File: config.mk
export PLATFORM = sky130hd
export DESIGN_NAME = switch_out_port
export DESIGN_NICKNAME = d
export VERILOG_FILES = /design/src/rtl/switch_out_port.sv
export SDC_FILE = /design/constraint.sdc
export NUM_CORES = 1
export LEC_CHECK = 0
export BUFFER_PORTS_ARGS = -buffer_cell sky130_fd_sc_hd__buf_2
export CAP_MARGIN = 10
export CORE_MARGIN = 2
export CORE_UTILIZATION = 60
export DETAILED_ROUTE_END_ITERATION = 16
export GPL_ROUTABILITY_DRIVEN = 0
export PLACE_DENSITY_LB_ADDON = 0.12
export SLEW_MARGIN = 10
export SYNTH_ARGS = -nofsm -noshare
export SYNTH_HDL_FRONTEND = slang
export SYNTH_SLANG_ARGS = --single-unit
File: constraint.sdc
create_clock -name slow_clk -period 7.97 [get_ports slow_clk]
set_input_delay 0.797 -clock slow_clk [delete_from_list [all_inputs] [get_ports slow_clk]]
set_output_delay 0.797 -clock slow_clk [all_outputs]
set_load 0.05 [all_outputs]
File: src/rtl/switch_out_port.sv
// Output port: byte FIFO with store-and-forward / cut-through release toward a slow consumer.
// Optional statistics (tx_pkt_cnt, ovf) are built when OUT_PORT_STATS_EN is defined.
module switch_out_port #(
  parameter int DEPTH = 16,
  parameter int WIDTH = 8
) (
  input  logic             slow_clk,
  input  logic             reset_b,
  input  logic             in_valid,
  input  logic [WIDTH-1:0] in_data,
  input  logic             in_last,
  output logic             in_stall,
  input  logic             read,
  output logic             ready,
  output logic [WIDTH-1:0] port
`ifdef OUT_PORT_STATS_EN
  ,
  output logic [7:0]       tx_pkt_cnt,
  output logic             ovf
`endif
);

  localparam int AW = $clog2(DEPTH);
  localparam int CW = AW + 1;

  typedef enum logic [1:0] {IDLE, SEND, CT} state_t;

  state_t         state;
  logic [WIDTH:0] mem [DEPTH];
  logic [AW-1:0]  wr_ptr, rd_ptr;
  logic [CW-1:0]  count, pkt_cnt;
  logic           push, pop, push_last, pop_last;
  logic [WIDTH:0] head;

  assign in_stall  = (count == CW'(DEPTH));
  assign ready     = (state == SEND) || ((state == CT) && (count != '0));
  assign push      = in_valid && !in_stall;
  assign pop       = read && ready;
  assign head      = mem[rd_ptr];
  assign push_last = push && in_last;
  assign pop_last  = pop && head[WIDTH];

  // Storage carries no reset; only pointers and counts define validity.
  always_ff @(posedge slow_clk) begin
    if (push) mem[wr_ptr] <= {in_last, in_data};
  end

  always_ff @(posedge slow_clk or negedge reset_b) begin
    if (!reset_b) begin
      wr_ptr <= '0;
      rd_ptr <= '0;
      count  <= '0;
      port   <= '0;
    end else begin
      if (push) wr_ptr <= wr_ptr + AW'(1);
      if (pop) begin
        rd_ptr <= rd_ptr + AW'(1);
        port   <= head[WIDTH-1:0];
      end
      case ({push, pop})
        2'b10:   count <= count + CW'(1);
        2'b01:   count <= count - CW'(1);
        default: count <= count;
      endcase
    end
  end

  always_ff @(posedge slow_clk or negedge reset_b) begin
    if (!reset_b) begin
      pkt_cnt <= '0;
    end else begin
      case ({push_last, pop_last})
        2'b10:   pkt_cnt <= pkt_cnt + CW'(1);
        2'b01:   pkt_cnt <= pkt_cnt - CW'(1);
        default: pkt_cnt <= pkt_cnt;
      endcase
    end
  end

  // A packet is released only once complete, unless the FIFO fills first.
  always_ff @(posedge slow_clk or negedge reset_b) begin
    if (!reset_b) begin
      state <= IDLE;
    end else begin
      case (state)
        IDLE: begin
          if (pkt_cnt != '0)              state <= SEND;
          else if (count == CW'(DEPTH))   state <= CT;
        end
        SEND:    if (pop_last) state <= IDLE;
        CT:      if (pop_last) state <= IDLE;
        default: state <= IDLE;
      endcase
    end
  end

`ifdef OUT_PORT_STATS_EN
  always_ff @(posedge slow_clk or negedge reset_b) begin
    if (!reset_b) begin
      tx_pkt_cnt <= '0;
      ovf        <= 1'b0;
    end else begin
      if (pop_last)             tx_pkt_cnt <= tx_pkt_cnt + 8'd1;
      if (in_valid && in_stall) ovf        <= 1'b1;
    end
  end
`endif

endmodule

Word level (Yosys, flattened, before mapping)
Memory sizes are Yosys's and may differ from the RTL's.
Cells that the tools add are included.
Storage, ports and cells
  logic and storage cells: 44
  register bits: 28
  memories kept: 1
  output and inout port bits: 10
  bits of input ports: 13
  bits in writable memories: 144
Memories
  mem: words 16, bits a word 9, read ports 1, clocked after memory_dff 0, write ports 1, line 29  | logic [WIDTH:0] mem [DEPTH];
Cells by class
  reduce and logical (&&, ||, !) cells: 14
  $add $sub $neg: 6
  multiplexer cells: 8
  equality and inequality tests: 9
Operators by type and width (number)
  one-hot mux 5 bit (2 select lines): 2
  adder 5 x 1 -> 5 bit (second input constant): 2
  nonzero test 5 bit: 2
  subtractor 5 x 1 -> 5 bit (second input constant): 2
  adder 4 x 1 -> 4 bit (second input constant): 2
  equality test 2 x 1 -> 1 bit (second input constant): 3
  equality test 2 bit (second input constant): 3
  two-way mux 2 bit: 3
  equality test 5 bit (second input constant): 1
  logical AND 1 bit: 5
  one-hot mux 2 bit (2 select lines): 1
  nonzero test 2 bit: 2
  inequality test 3 bit (second input constant): 1
  logical NOT 2 bit: 1
  two-way mux 1 bit: 2
  inequality test 2 x 1 -> 1 bit (second input constant): 1
  AND reduction 2 bit: 1
  OR reduction 2 bit: 1
  logical NOT 1 bit: 1
  logical OR 1 bit: 1

Depth between registers and ports, before layout
  depth after elaboration: 7
  gate-level depth with buffers: 14
  gate-level depth less buffers: 13

Least setup slack after synthesis
Ideal clock, no wire load.
  kind: in2reg
  start: input port read
  end: register pkt_cnt[2]
  buffers on the path: 1
  data required time: 7834 ps
  library setup time: 136 ps
  arrival time: 2887 ps
  stages on the path: 11
  path slack: 4948 ps
  path through: o21ai_0 a21oi_1 inv_1 nor3_1 ha_1 clkbuf_1 xor2_1 ha_1 nor4_1 a2111oi_0 nand3_1
On the way
  longest elaborated chain between the ends: 4
  elaborated cells between the ends (all ways): 6
  classes of those cells: 2 x eq/ne; 1 x mux; 3 x reduce/logical
RTL lines
  start: declaration: line 13  | input logic read,
  logical AND 1 bit (*): line 38  | assign pop = read && ready;
  logical AND 1 bit (*): line 41  | assign pop_last = pop && head[WIDTH];
  equality test 2 x 1 -> 1 bit / equality test 2 bit (equally long branches): line 72  | case ({push_last, pop_last})
  one-hot mux 5 bit (2 select lines) / nonzero test 2 bit (equally long branches)
  end signal: assignment: line 73  | 2'b10: pkt_cnt <= pkt_cnt + CW'(1);
  end signal: assignment: line 74  | 2'b01: pkt_cnt <= pkt_cnt - CW'(1);
  end signal: assignment: line 75  | default: pkt_cnt <= pkt_cnt;
  end: declaration: line 31  | logic [CW-1:0] count, pkt_cnt;
Every way passes the cells marked *; elsewhere a longest branch is shown, timed or not.
A chain may end at the register's enable or synchronous reset.

Final worst setup path
  start: register rd_ptr[2]
  end: register pkt_cnt[2]
On the way
  longest elaborated chain between the ends: 4
  elaborated cells between the ends (all ways): 6
  classes of those cells: 2 x eq/ne; 1 x mux; 2 x reduce/logical; 1 x memory
RTL lines
  start: declaration: line 30  | logic [AW-1:0] wr_ptr, rd_ptr;
  start signal: assignment: line 57  | rd_ptr <= rd_ptr + AW'(1);
  memory read (16 x 9 bit) (*)
  logical AND 1 bit (*): line 41
  equality test 2 x 1 -> 1 bit / equality test 2 bit (equally long branches): line 72
  one-hot mux 5 bit (2 select lines) / nonzero test 2 bit (equally long branches)
Marked as above.

==> load_flow_metrics.sql <==
INSERT INTO impl_metrics (metric_group, metric, value, unit) VALUES
('sta', 'endpoints_failing_hold', '0', ''),
('cells_and_area', 'design.final.nets', '453', ''),
('floorplanning', 'placement_rows', '39', ''),
('place', 'dpl.hpwl', '8480', 'um'),
('setup_path', 'cp.arrival', '3910', 'ps'),
('synthesis', 'ys_async_rst_share', '0.163', ''),
('grt', 'first_global_vias', '3859', ''),
('sta', 'max_freq', '0.277', 'GHz'),
('synthesis', 'avgSynthCellArea', '18.4', 'um^2'),
('run_status', 'status', 'complete, no violations', ''),
('sta', 'fin_crit_period', '3610', 'ps'),
('floorplanning', 'die_w', '113', 'um'),
('synthesis', 'synth-compound-area-share', '0.0251', ''),
('cells_and_area', 'layout.filler_cells', '690', ''),
('cells_and_area', 'n_antenna_cell', '0', ''),
('cts', 'worst_skew_pair.late_latency', '430', 'ps'),
('routing', 'drt_first_iter_violations', '375', ''),
('floorplanning', 'ios', '23', ''),
('cts', 'cts_setup_buffers', '0', ''),
('sta', 'worst_clock_skew', '8.09', 'ps'),
('cells_and_area', 'synthToLayoutAreaGrowth', '12.6', '%'),
('synthesis', 'synth.ff_latch_count', '172', ''),
('setup_path', 'crit_type', 'reg -> reg', ''),
('cts', 'clk_path_buf_depth', '2', ''),
('grt', 'track_usage', '0.244', ''),
('pwr', 'power.ir.vdd_worst', '0.245', 'mV'),
('floorplanning', 'core', '11600', 'um^2'),
('synthesis', 'synth_flop_cell', 'sky130_fd_sc_hd__edfxtp_1', ''),
('sta', 'layout_setup_ws', '4360', 'ps'),
('routing', 'via_per_inst', '6.27', ''),
('routing', 'postRouteAntennaNets', '0', ''),
('synthesis', 'synth-xor-area-share', '0.0183', ''),
('place', 'buffer_ports.inserted', '22', ''),
('sta', 'post-route-period-util', '0.453', ''),
('setup_path', 'worst_setup_path_end_kind', 'flip-flop', ''),
('cts', 'cts_htree_levels', '4', ''),
('cts', 'cts_hold_buf', '0', ''),
('routing', 'firstDrtPassIters', '6', ''),
('place', 'dpl_worst_slack', '4400', 'ps'),
('run', 'max-cap-violations', '0', ''),
('cells_and_area', 'commonest_non_fill_non_tap_cell_in_the_layout', 'sky130_fd_sc_hd__edfxtp_1', ''),
('cts', 'tritoncts', 'yes', ''),
('synthesis', 'mappedNetlistArea', '7180', 'um^2'),
('floorplanning', 'chipHeight', '113', 'um'),
('grt', 'number_of_antenna_violations_at_the_first_check_in_global_routing', '0', ''),
('setup_path', 'crit_fanout', '15', ''),
('sta', 'worst_slew_pin_slew', '1210', 'ps'),
('synthesis', 'synth_enable_flop_cells', '144', ''),
('cells_and_area', 'multi_input_area', '2010', 'um^2'),
('sta', 'report.final.slew_viol_count', '0', ''),
('synthesis', 'synthSimpleGateAreaFrac', '0.0488', ''),
('synthesis', 'yosys-mux-area-fraction', '0.160', ''),
('pwr', 'static_leakage_power', '2.86', 'nW'),
('min_path', 'timing.hold.worst.class', 'in -> async', ''),
('routing', 'route.detailed.wl_per_inst', '24.3', 'um'),
('grt', 'largest_net_degree_at_the_start_of_global_routing', '41', ''),
('cells_and_area', 'final_layout_size_suffix_gt1_frac', '0.268', ''),
('grt', 'grt_overflow', '0', ''),
('cells_and_area', 'layout_common_cells', 'sky130_fd_sc_hd__edfxtp_1 (144), sky130_fd_sc_hd__mux4_2 (36), sky130_fd_sc_hd__dfrtp_1 (27)', ''),
('cts', 'cts.reportedPaths.clkPinSlew', '60', 'ps'),
('sta', 'slew_headroom', '0.191', ''),
('pwr', 'power_per_cell_area', '384', 'nW/um^2'),
('cts', 'clock-sinks', '172', ''),
('synthesis', 'synth_sequential_area_ratio', '0.699', ''),
('grt', 'first_pass_grt_wire_length', '22000', 'um'),
('floorplanning', 'fp.dieArea', '12900', 'um^2'),
('synthesis', 'yosysUniqueCellTypes', '42', ''),
('sta', 'report.final.setup_viol', '0', ''),
('floorplanning', 'initial_utilization', '0.621', ''),
('sta', 'final.setup.tns', '0', 'ps'),
('synthesis', 'post_synth_fa_ha_maj_area_fraction', '0.0272', '');
-- state kept, by name, summed over array words and instances, names as in the netlist --
signal / cells
port: 8
mem: 144
pkt_cnt: 5
count: 5
wr_ptr: 4
state: 2
rd_ptr: 4
-- final cells by class --
type	count	share of cell area
clock buffer	18	0.0531
clock inverter	13	0.0232
inverter	12	0.00557
multi-input combinational	187	0.249
sequential	172	0.622
tap	143	0.0221
timing repair buffer	35	0.0257
-- routing by layer --
metal | share of wire | vias to the layer above | global-route usage | wire length, um
li1 | - | 1605 | - | -
met1 | 0.39 | 1847 | 0.316 | 5470
met2 | 0.50 | 145 | 0.381 | 7010
met3 | 0.080 | 39 | 0.0755 | 1130
met4 | 0.035 | 0 | 0.126 | 486
met5 | 0 | - | 0 | 0
-- per-stage QoR --
stage | hold WS, ps | std cells | instance area (um^2)
after floorplan | 447 | 391 | 7180
after global placement | 463 | 549 | 7470
after detailed placement | 468 | 549 | 7470
after CTS | 408 | 580 | 8080
after global routing | 454 | 580 | 8090
final | 394 | 580 | 8090
-- critical path: stages (launching register included) --
cell,delay (ps)
sky130_fd_sc_hd__dfrtp_1,900
sky130_fd_sc_hd__mux4_2,590
sky130_fd_sc_hd__nor3b_1,200
sky130_fd_sc_hd__a21o_1,190
sky130_fd_sc_hd__nor3_1,80
sky130_fd_sc_hd__ha_1,330
sky130_fd_sc_hd__xor2_1,210
sky130_fd_sc_hd__ha_1,290
sky130_fd_sc_hd__nor4b_1,180
sky130_fd_sc_hd__a2111oi_0,380
sky130_fd_sc_hd__nand3_1,120
-- cells by family after synthesis --
group	Yosys count
AO/OA/AOI/OAI	28
XOR/XNOR	15
adder cells (fa/ha/maj)	15
buffers and inverters	32
flip-flops	172
multiplexers	58
AND/OR/NAND/NOR	71
-- path summary, 6_finish.rpt --
| path | start | to | slack (ps) | cells past startpoint |
|---|---|---|---|---|
| max | rd_ptr[2] | pkt_cnt[2] | 4360 | 10 |
| min | reset_b | wr_ptr[1] | 390 | 1 |
| max reg2reg | rd_ptr[2] | pkt_cnt[2] | 4360 | 10 |
| min reg2reg | pkt_cnt[4] | pkt_cnt[4] | 470 | 1 |
| max in group asynchronous | reset_b | rd_ptr[0] | 7100 | 1 |
| min in group slow_clk | pkt_cnt[4] | pkt_cnt[4] | 470 | 1 |
-- report_power, final --
group | switching, mW | internal, mW
Clock | 0.337 | 0.525
Combinational | 0.525 | 0.460
Sequential | 0.135 | 1.13
Total | 0.997 | 2.11
-- Yosys cell counts, drive strengths merged, types with 4 or more instances --
master  number  area [um^2]
a21oi       10         50.1
buf         12         78.8
clkbuf       8         30.0
dfrtp       28          701
edfxtp     144         4320
ha          14          175
inv         12         45.0
mux2        10          120
mux2i        6         60.1
mux4        42          968
nand2       17         63.8
nand2b       5         31.3
nor2        20         77.6
nor3        10         50.1
o21ai        7         35.0
xnor2       11         96.3
xor2         4         35.0
(Power assumes the default switching activity.)
